### src/rtl/uart_tx.sv
// uart_tx: 4-entry byte FIFO feeding an 8-bit UART transmitter (optional parity, 1 or 2 stop bits).
// Latency: byte accepted on edge E0 into an empty FIFO while idle -> start bit on tx after edge E0+1.
// Backpressure: in_ready low only when the FIFO holds 4 bytes or rst_n is low; frames are never aborted.

// Small 4-deep FIFO with registered occupancy; storage is left unreset.
module uart_tx_fifo #(
    parameter int unsigned DW = 8
) (
    input  logic          clk,
    input  logic          rst_n,
    input  logic          push_i,
    input  logic [DW-1:0] wdat_i,
    input  logic          pop_i,
    output logic [DW-1:0] rdat_o,
    output logic          full_o,
    output logic [2:0]    count_o
);
    logic [DW-1:0] mem_q [4];
    logic [1:0]    wr_ptr_q;
    logic [1:0]    rd_ptr_q;
    logic [2:0]    count_q;
    logic [2:0]    count_d;
    logic          push_ok;
    logic          pop_ok;

    // A full FIFO ignores pushes and an empty one ignores pops, so nothing is overwritten.
    assign push_ok = push_i && (count_q != 3'd4);
    assign pop_ok  = pop_i && (count_q != 3'd0);

    // Occupancy follows the push/pop pair; simultaneous push and pop leaves it unchanged.
    always_comb begin
        count_d = count_q;
        if (push_ok && !pop_ok) begin
            count_d = count_q + 3'd1;
        end else if (!push_ok && pop_ok) begin
            count_d = count_q - 3'd1;
        end
    end

    // Pointer and occupancy registers; 2-bit pointers wrap 3->0 on their own.
    always_ff @(posedge clk) begin
        if (!rst_n) begin
            wr_ptr_q <= 2'd0;
            rd_ptr_q <= 2'd0;
            count_q  <= 3'd0;
        end else begin
            if (push_ok) wr_ptr_q <= wr_ptr_q + 2'd1;
            if (pop_ok)  rd_ptr_q <= rd_ptr_q + 2'd1;
            count_q <= count_d;
        end
    end

    // Data storage; contents are meaningless until written so no reset is needed.
    always_ff @(posedge clk) begin
        if (push_ok) mem_q[wr_ptr_q] <= wdat_i;
    end

    assign rdat_o  = mem_q[rd_ptr_q];
    assign full_o  = (count_q == 3'd4);
    assign count_o = count_q;
endmodule

// uart_tx: 4-entry byte FIFO feeding an 8-bit UART transmitter (optional parity, 1 or 2 stop bits).
// Latency: byte accepted on edge E0 into an empty FIFO while idle -> start bit on tx after edge E0+1.
// Backpressure: in_ready low only when the FIFO holds 4 bytes or rst_n is low; frames are never aborted.
module uart_tx #(
    parameter int unsigned CLK_PER_BIT = 16,
    parameter bit          PARITY_EN   = 1'b0,
    parameter bit          PARITY_ODD  = 1'b0,
    parameter int unsigned STOP_BITS   = 1
) (
    input  logic       clk,
    input  logic       rst_n,
    input  logic [7:0] data_in,
    input  logic       in_valid,
    output logic       in_ready,
    output logic       tx,
    output logic       busy,
    output logic [2:0] fifo_count
);
    typedef enum logic [2:0] {
        S_IDLE   = 3'd0,
        S_START  = 3'd1,
        S_DATA   = 3'd2,
        S_PARITY = 3'd3,
        S_STOP   = 3'd4
    } state_e;

    localparam logic [15:0] BAUD_LAST = 16'(CLK_PER_BIT - 1);
    localparam bit          TWO_STOP  = (STOP_BITS == 2);

    state_e      state_q, state_d;
    logic [15:0] baud_q,  baud_d;
    logic [2:0]  bit_q,   bit_d;
    logic        stop_q,  stop_d;   // set while sending the second stop bit
    logic [7:0]  shift_q, shift_d;
    logic        tx_q,    tx_d;
    logic        busy_q,  busy_d;

    logic        push;
    logic        pop;
    logic        full;
    logic [7:0]  head;
    logic [2:0]  count;
    logic        have_data;
    logic        bit_end;

    assign in_ready  = rst_n && !full;
    assign push      = in_valid && in_ready;
    assign have_data = (count != 3'd0);
    assign bit_end   = (baud_q == BAUD_LAST);

    uart_tx_fifo #(.DW(8)) u_fifo (
        .clk     (clk),
        .rst_n   (rst_n),
        .push_i  (push),
        .wdat_i  (data_in),
        .pop_i   (pop),
        .rdat_o  (head),
        .full_o  (full),
        .count_o (count)
    );

    // State register: FSM, bit timing counters, byte under transmission and registered outputs.
    always_ff @(posedge clk) begin
        if (!rst_n) begin
            state_q <= S_IDLE;
            baud_q  <= 16'd0;
            bit_q   <= 3'd0;
            stop_q  <= 1'b0;
            shift_q <= 8'd0;
            tx_q    <= 1'b1;
            busy_q  <= 1'b0;
        end else begin
            state_q <= state_d;
            baud_q  <= baud_d;
            bit_q   <= bit_d;
            stop_q  <= stop_d;
            shift_q <= shift_d;
            tx_q    <= tx_d;
            busy_q  <= busy_d;
        end
    end

    // Next-state logic: advance through the frame at each bit boundary, chaining frames without gaps.
    always_comb begin
        state_d = state_q;
        baud_d  = baud_q + 16'd1;
        bit_d   = bit_q;
        stop_d  = stop_q;
        shift_d = shift_q;
        pop     = 1'b0;
        case (state_q)
            S_IDLE: begin
                baud_d = 16'd0;
                if (have_data) begin
                    pop     = 1'b1;
                    shift_d = head;
                    state_d = S_START;
                end
            end
            S_START: begin
                if (bit_end) begin
                    baud_d  = 16'd0;
                    bit_d   = 3'd0;
                    state_d = S_DATA;
                end
            end
            S_DATA: begin
                if (bit_end) begin
                    baud_d = 16'd0;
                    if (bit_q == 3'd7) begin
                        stop_d  = 1'b0;
                        state_d = PARITY_EN ? S_PARITY : S_STOP;
                    end else begin
                        bit_d = bit_q + 3'd1;
                    end
                end
            end
            S_PARITY: begin
                if (bit_end) begin
                    baud_d  = 16'd0;
                    stop_d  = 1'b0;
                    state_d = S_STOP;
                end
            end
            S_STOP: begin
                if (bit_end) begin
                    baud_d = 16'd0;
                    if (TWO_STOP && !stop_q) begin
                        stop_d = 1'b1;
                    end else if (have_data) begin
                        pop     = 1'b1;
                        shift_d = head;
                        stop_d  = 1'b0;
                        state_d = S_START;
                    end else begin
                        stop_d  = 1'b0;
                        state_d = S_IDLE;
                    end
                end
            end
            default: begin
                baud_d  = 16'd0;
                state_d = S_IDLE;
            end
        endcase
    end

    // Output logic: line level for the state being entered, so tx changes on the same edge as the FSM.
    always_comb begin
        tx_d   = 1'b1;
        busy_d = (state_d != S_IDLE);
        case (state_d)
            S_START:  tx_d = 1'b0;
            S_DATA:   tx_d = shift_d[bit_d];
            S_PARITY: tx_d = (^shift_d) ^ PARITY_ODD;
            default:  tx_d = 1'b1;
        endcase
    end

    assign tx         = tx_q;
    assign busy       = busy_q;
    assign fifo_count = count;
endmodule

### config.mk
export PLATFORM = sky130hd
export DESIGN_NAME = uart_tx
export DESIGN_NICKNAME = d
export VERILOG_FILES = /design/src/rtl/uart_tx.sv
export SDC_FILE = /design/constraint.sdc
export NUM_CORES = 1
export LEC_CHECK = 0
export ABC_AREA = 1
export BUFFER_PORTS_ARGS = -buffer_cell sky130_fd_sc_hd__buf_2
export CORE_MARGIN = 2
export CORE_UTILIZATION = 34
export DETAILED_ROUTE_END_ITERATION = 10
export PLACE_DENSITY = 0.57
export SLEW_MARGIN = 20
export SYNTH_ARGS = -nofsm -noshare
export SYNTH_HDL_FRONTEND = slang
export SYNTH_HIERARCHICAL = 1
export SYNTH_SLANG_ARGS = --single-unit
### constraint.sdc
create_clock -name clk -period 3 [get_ports clk]
set_input_delay 0.3 -clock clk [delete_from_list [all_inputs] [get_ports clk]]
set_output_delay 0.3 -clock clk [all_outputs]
set_load 0.1 [all_outputs]
==> impl_metrics.csv <==
group,metric,value,unit
run_status,status,"finished clean",
cts,cts_tree,"built",
timing,fin_crit,2.45,ns
floorplan,num_rows,37,
cts,cts_resized,0,
pwr,pwr_density_cell,973,nW/um2
synth,synth-edff-count,32,
synth,synthCells,445,
drt,via_count,2830,
floorplan,die_x,108,um
cts,cts_num_sinks,73,
setup_path,worst_r2r_path_depth,15,
timing,max_freq,407,MHz
finish,finalNetCount,492,
floorplan,die-area,11600,um2
hold_path,holdCritStartpoint,"data_in[5]",
finish,final_cells,614,
finish,postLayoutCoreUtil,0.396,
drt,drtIter0Drc,135,
run,maxCapViolCount,0,
timing,rsz0062_at_grt,"false",
timing,setup_tns,0,ns
cts,cts_setup_buffers,0,
drt,met3WireLength,195,um
synth,syn_avg_cell_area,8.20,um2
synth,synth_top_family_by_area,"simple AND/OR/NAND/NOR gates",
setup_path,end_kind,"flop",
drt,via_per_inst,4.61,
cts,numCtsBuffers,9,
synth,yosysWarnings,6,
timing,slew_headroom,0.619,
drt,drc,0,
floorplan,initial_core_util,0.352,
drt,routed_wl,7330,um
synth,synth_fp_nets,464,
cts,ctsHoldBuffers,0,
synth,netlist_area,3650,um2
placement,gp_congestion,0.762,
synth,synth_fa_ha_area_frac,0.0295,
drt,drt_first_pass_iters,8,
synth,synth-main-ff-cell,"dfxtp_1",
timing,slew_viol_final,0,
hold_path,holdPathStages,1,
setup_path,path_class,"reg -> reg",
cts,clk_latency,0.35,ns
synth,async_reset_ff_frac,0,
setup_path,path_max_fanout,5,
drt,drt-met1-wl,3690,um
timing,setup_violations,0,
drt,routedWlPerCell,11.9,um
floorplan,die_h,108,um
placement,dp_hpwl,5400,um
synth,ys_ff_latch,73,
synth,synth-simple-area-share,0.308,
finish,design_area,4110,um2
finish,layout-drive-gt1-share,0.165,
timing,tightest_slew,0.570,ns
cts,h-tree-depth,3,
synth,synthMuxAreaShare,0,
drt,highest_layer,"met4",
finish,antenna_cells,0,
synth,synth.yosys.seq_area_share,0.488,
global_routing,grt_max_degree,17,
floorplan,ios,17,
setup_path,r2r-start,"u_fifo/count_o[0]$_SDFFE_PN0P_",
cts,clkTransAtPathRegs,0.09,ns
hold_path,worst_hold_path_type,"in -> reg",
global_routing,grt_pass1_wl,12300,um
setup_path,start_kind,"flop",
floorplan,core,10400,um2
placement,dp_cells,598,
synth,synthXorXnorAreaFrac,0.0192,
placement,place_area,3910,um2
cts,cts-root-buf,"clkbuf_8",
global_routing,grt_use_total,0.137,
setup_path,crit_start,"u_fifo/count_o[0]$_SDFFE_PN0P_",
timing,min_period_over_period,0.818,
setup_path,required,3.26,ns
global_routing,grt_pass1_vias,2643,
global_routing,grt_overflow,0,
pwr,leakage,1.71,nW
pwr,ir_drop,0.000449,V
global_routing,antenna_found_initial,0,
timing,finalHoldViolCount,0,
synth,yosysUniqueCellTypes,37,
drt,dr_wl_met2,3310,um
cts,cts.path.max_buffers,2,
drt,postRouteAntennaNets,0,
placement,port_buffers,16,
finish,area_delta_synth_final,12.7,%
timing,fin_worst_skew,0.00876,ns
setup_path,arrival,2.71,ns
synth,synth_compound_area_frac,0.0806,
## per-layer routing
layer / vias up / global-route usage
met2: 36 / 0.219
met4: 0 / 0.0549
met5: - / 0
met3: 10 / 0.0236
li1: 1495 / -
met1: 1289 / 0.185
## where the power goes
group	leakage [nW]	internal [W]	switching, W
Combinational	0.991	0.000594	0.00134
Clock	0.0988	0.000398	0.000414
Sequential	0.624	0.00117	0.0000809
Total	1.71	0.00216	0.00184
## cells by family (layout without fill, tap and decap cells)
kind of cell,Yosys count,count (layout)
AO/OA/AOI/OAI,50,50
XOR/XNOR,8,8
adder cells (fa/ha/maj),8,8
buffers and inverters,68,101
flip-flops,73,73
AND/OR/NAND/NOR,238,238
## layout make-up
cell class	count	area, um2
inverter	64	241
clock buffer	9	124
clock inverter	7	82.6
multi-input combinational	304	1590
tap	136	170
timing repair buffer	21	118
sequential	73	1780
fill	1080	6260
## metrics by stage
stage	setup slack, ns	power [W]	hold slack [ns]
2_1_floorplan	0.0480	0.00286	0.399
3_3_place_gp	0.632	0.00318	0.431
3_5_place_dp	0.516	0.00322	0.443
4_1_cts	0.546	0.00404	0.140
5_1_grt	0.280	0.00433	0.143
6_report	0.545	0.00400	0.153
## worst max-delay path, stage by stage, from the launching register on
cell and delay (ns):
dfxtp_1 0.44, nor2_1 0.09, nand2_1 0.14, inv_1 0.07, nor3b_1 0.36, nand2_2 0.15
inv_1 0.12, ha_1 0.18, inv_1 0.07, fa_1 0.39, inv_1 0.07, nand2_1 0.05
nand3_1 0.10, nand2_1 0.06, nand2_1 0.05, nor2_1 0.03
## synthesized netlist by cell type, drive strengths merged (2+ instances only)
| master | n | share of area |
|---|---|---|
| nand2 | 111 | 0.14 |
| nor2 | 75 | 0.082 |
| inv | 63 | 0.065 |
| dfxtp | 41 | 0.22 |
| edfxtp | 32 | 0.26 |
| nand3 | 30 | 0.044 |
| o21ai | 24 | 0.036 |
| a21oi | 15 | 0.025 |
| o22ai | 8 | 0.014 |
| ha | 7 | 0.024 |
| nor3b | 7 | 0.014 |
| nand4 | 6 | 0.010 |
| nor3 | 5 | 0.0096 |
| xor2 | 5 | 0.012 |
| buf | 3 | 0.0075 |
| xnor2 | 3 | 0.0072 |
| a31oi | 2 | 0.0034 |
## registers in the layout, indices dropped and copies added (netlist names), named ones only
name / flops
baud_q: 16
u_fifo/mem_q: 32
u_fifo/count_o: 3
u_fifo/wr_ptr_q: 2
bit_q: 3
busy: 1
state_q: 3
tx: 1
u_fifo/rd_ptr_q: 2
shift_q: 8
## cells in the final DEF (no fill, tap or decap), types with 3 or more instances in the layout
cell	count
edfxtp_1	32
nor2_1	68
nor2_2	7
o21ai_0	20
o22ai_1	8
inv_1	57
nand2_4	5
buf_4	5
ha_1	7
nand2_1	94
clkbuf_8	9
nand2_2	10
dfxtp_1	41
xnor2_1	3
o21ai_2	3
inv_2	6
nand3_1	28
a21oi_1	13
nor3_1	3
xor2_1	5
inv_6	3
buf_2	16
nand4_1	6
nor3b_1	7
## final timing paths
path	slack (ns)	to
max reg2reg	0.55	u_fifo/count_o[2]$_SDFFE_PN0P_
min reg2reg	0.45	baud_q[0]$_SDFF_PP0_
min	0.15	u_fifo/mem_q[3][5]$_DFFE_PP_
max	0.55	u_fifo/count_o[2]$_SDFFE_PN0P_
Note: power is estimated with default switching activity, not from simulation.
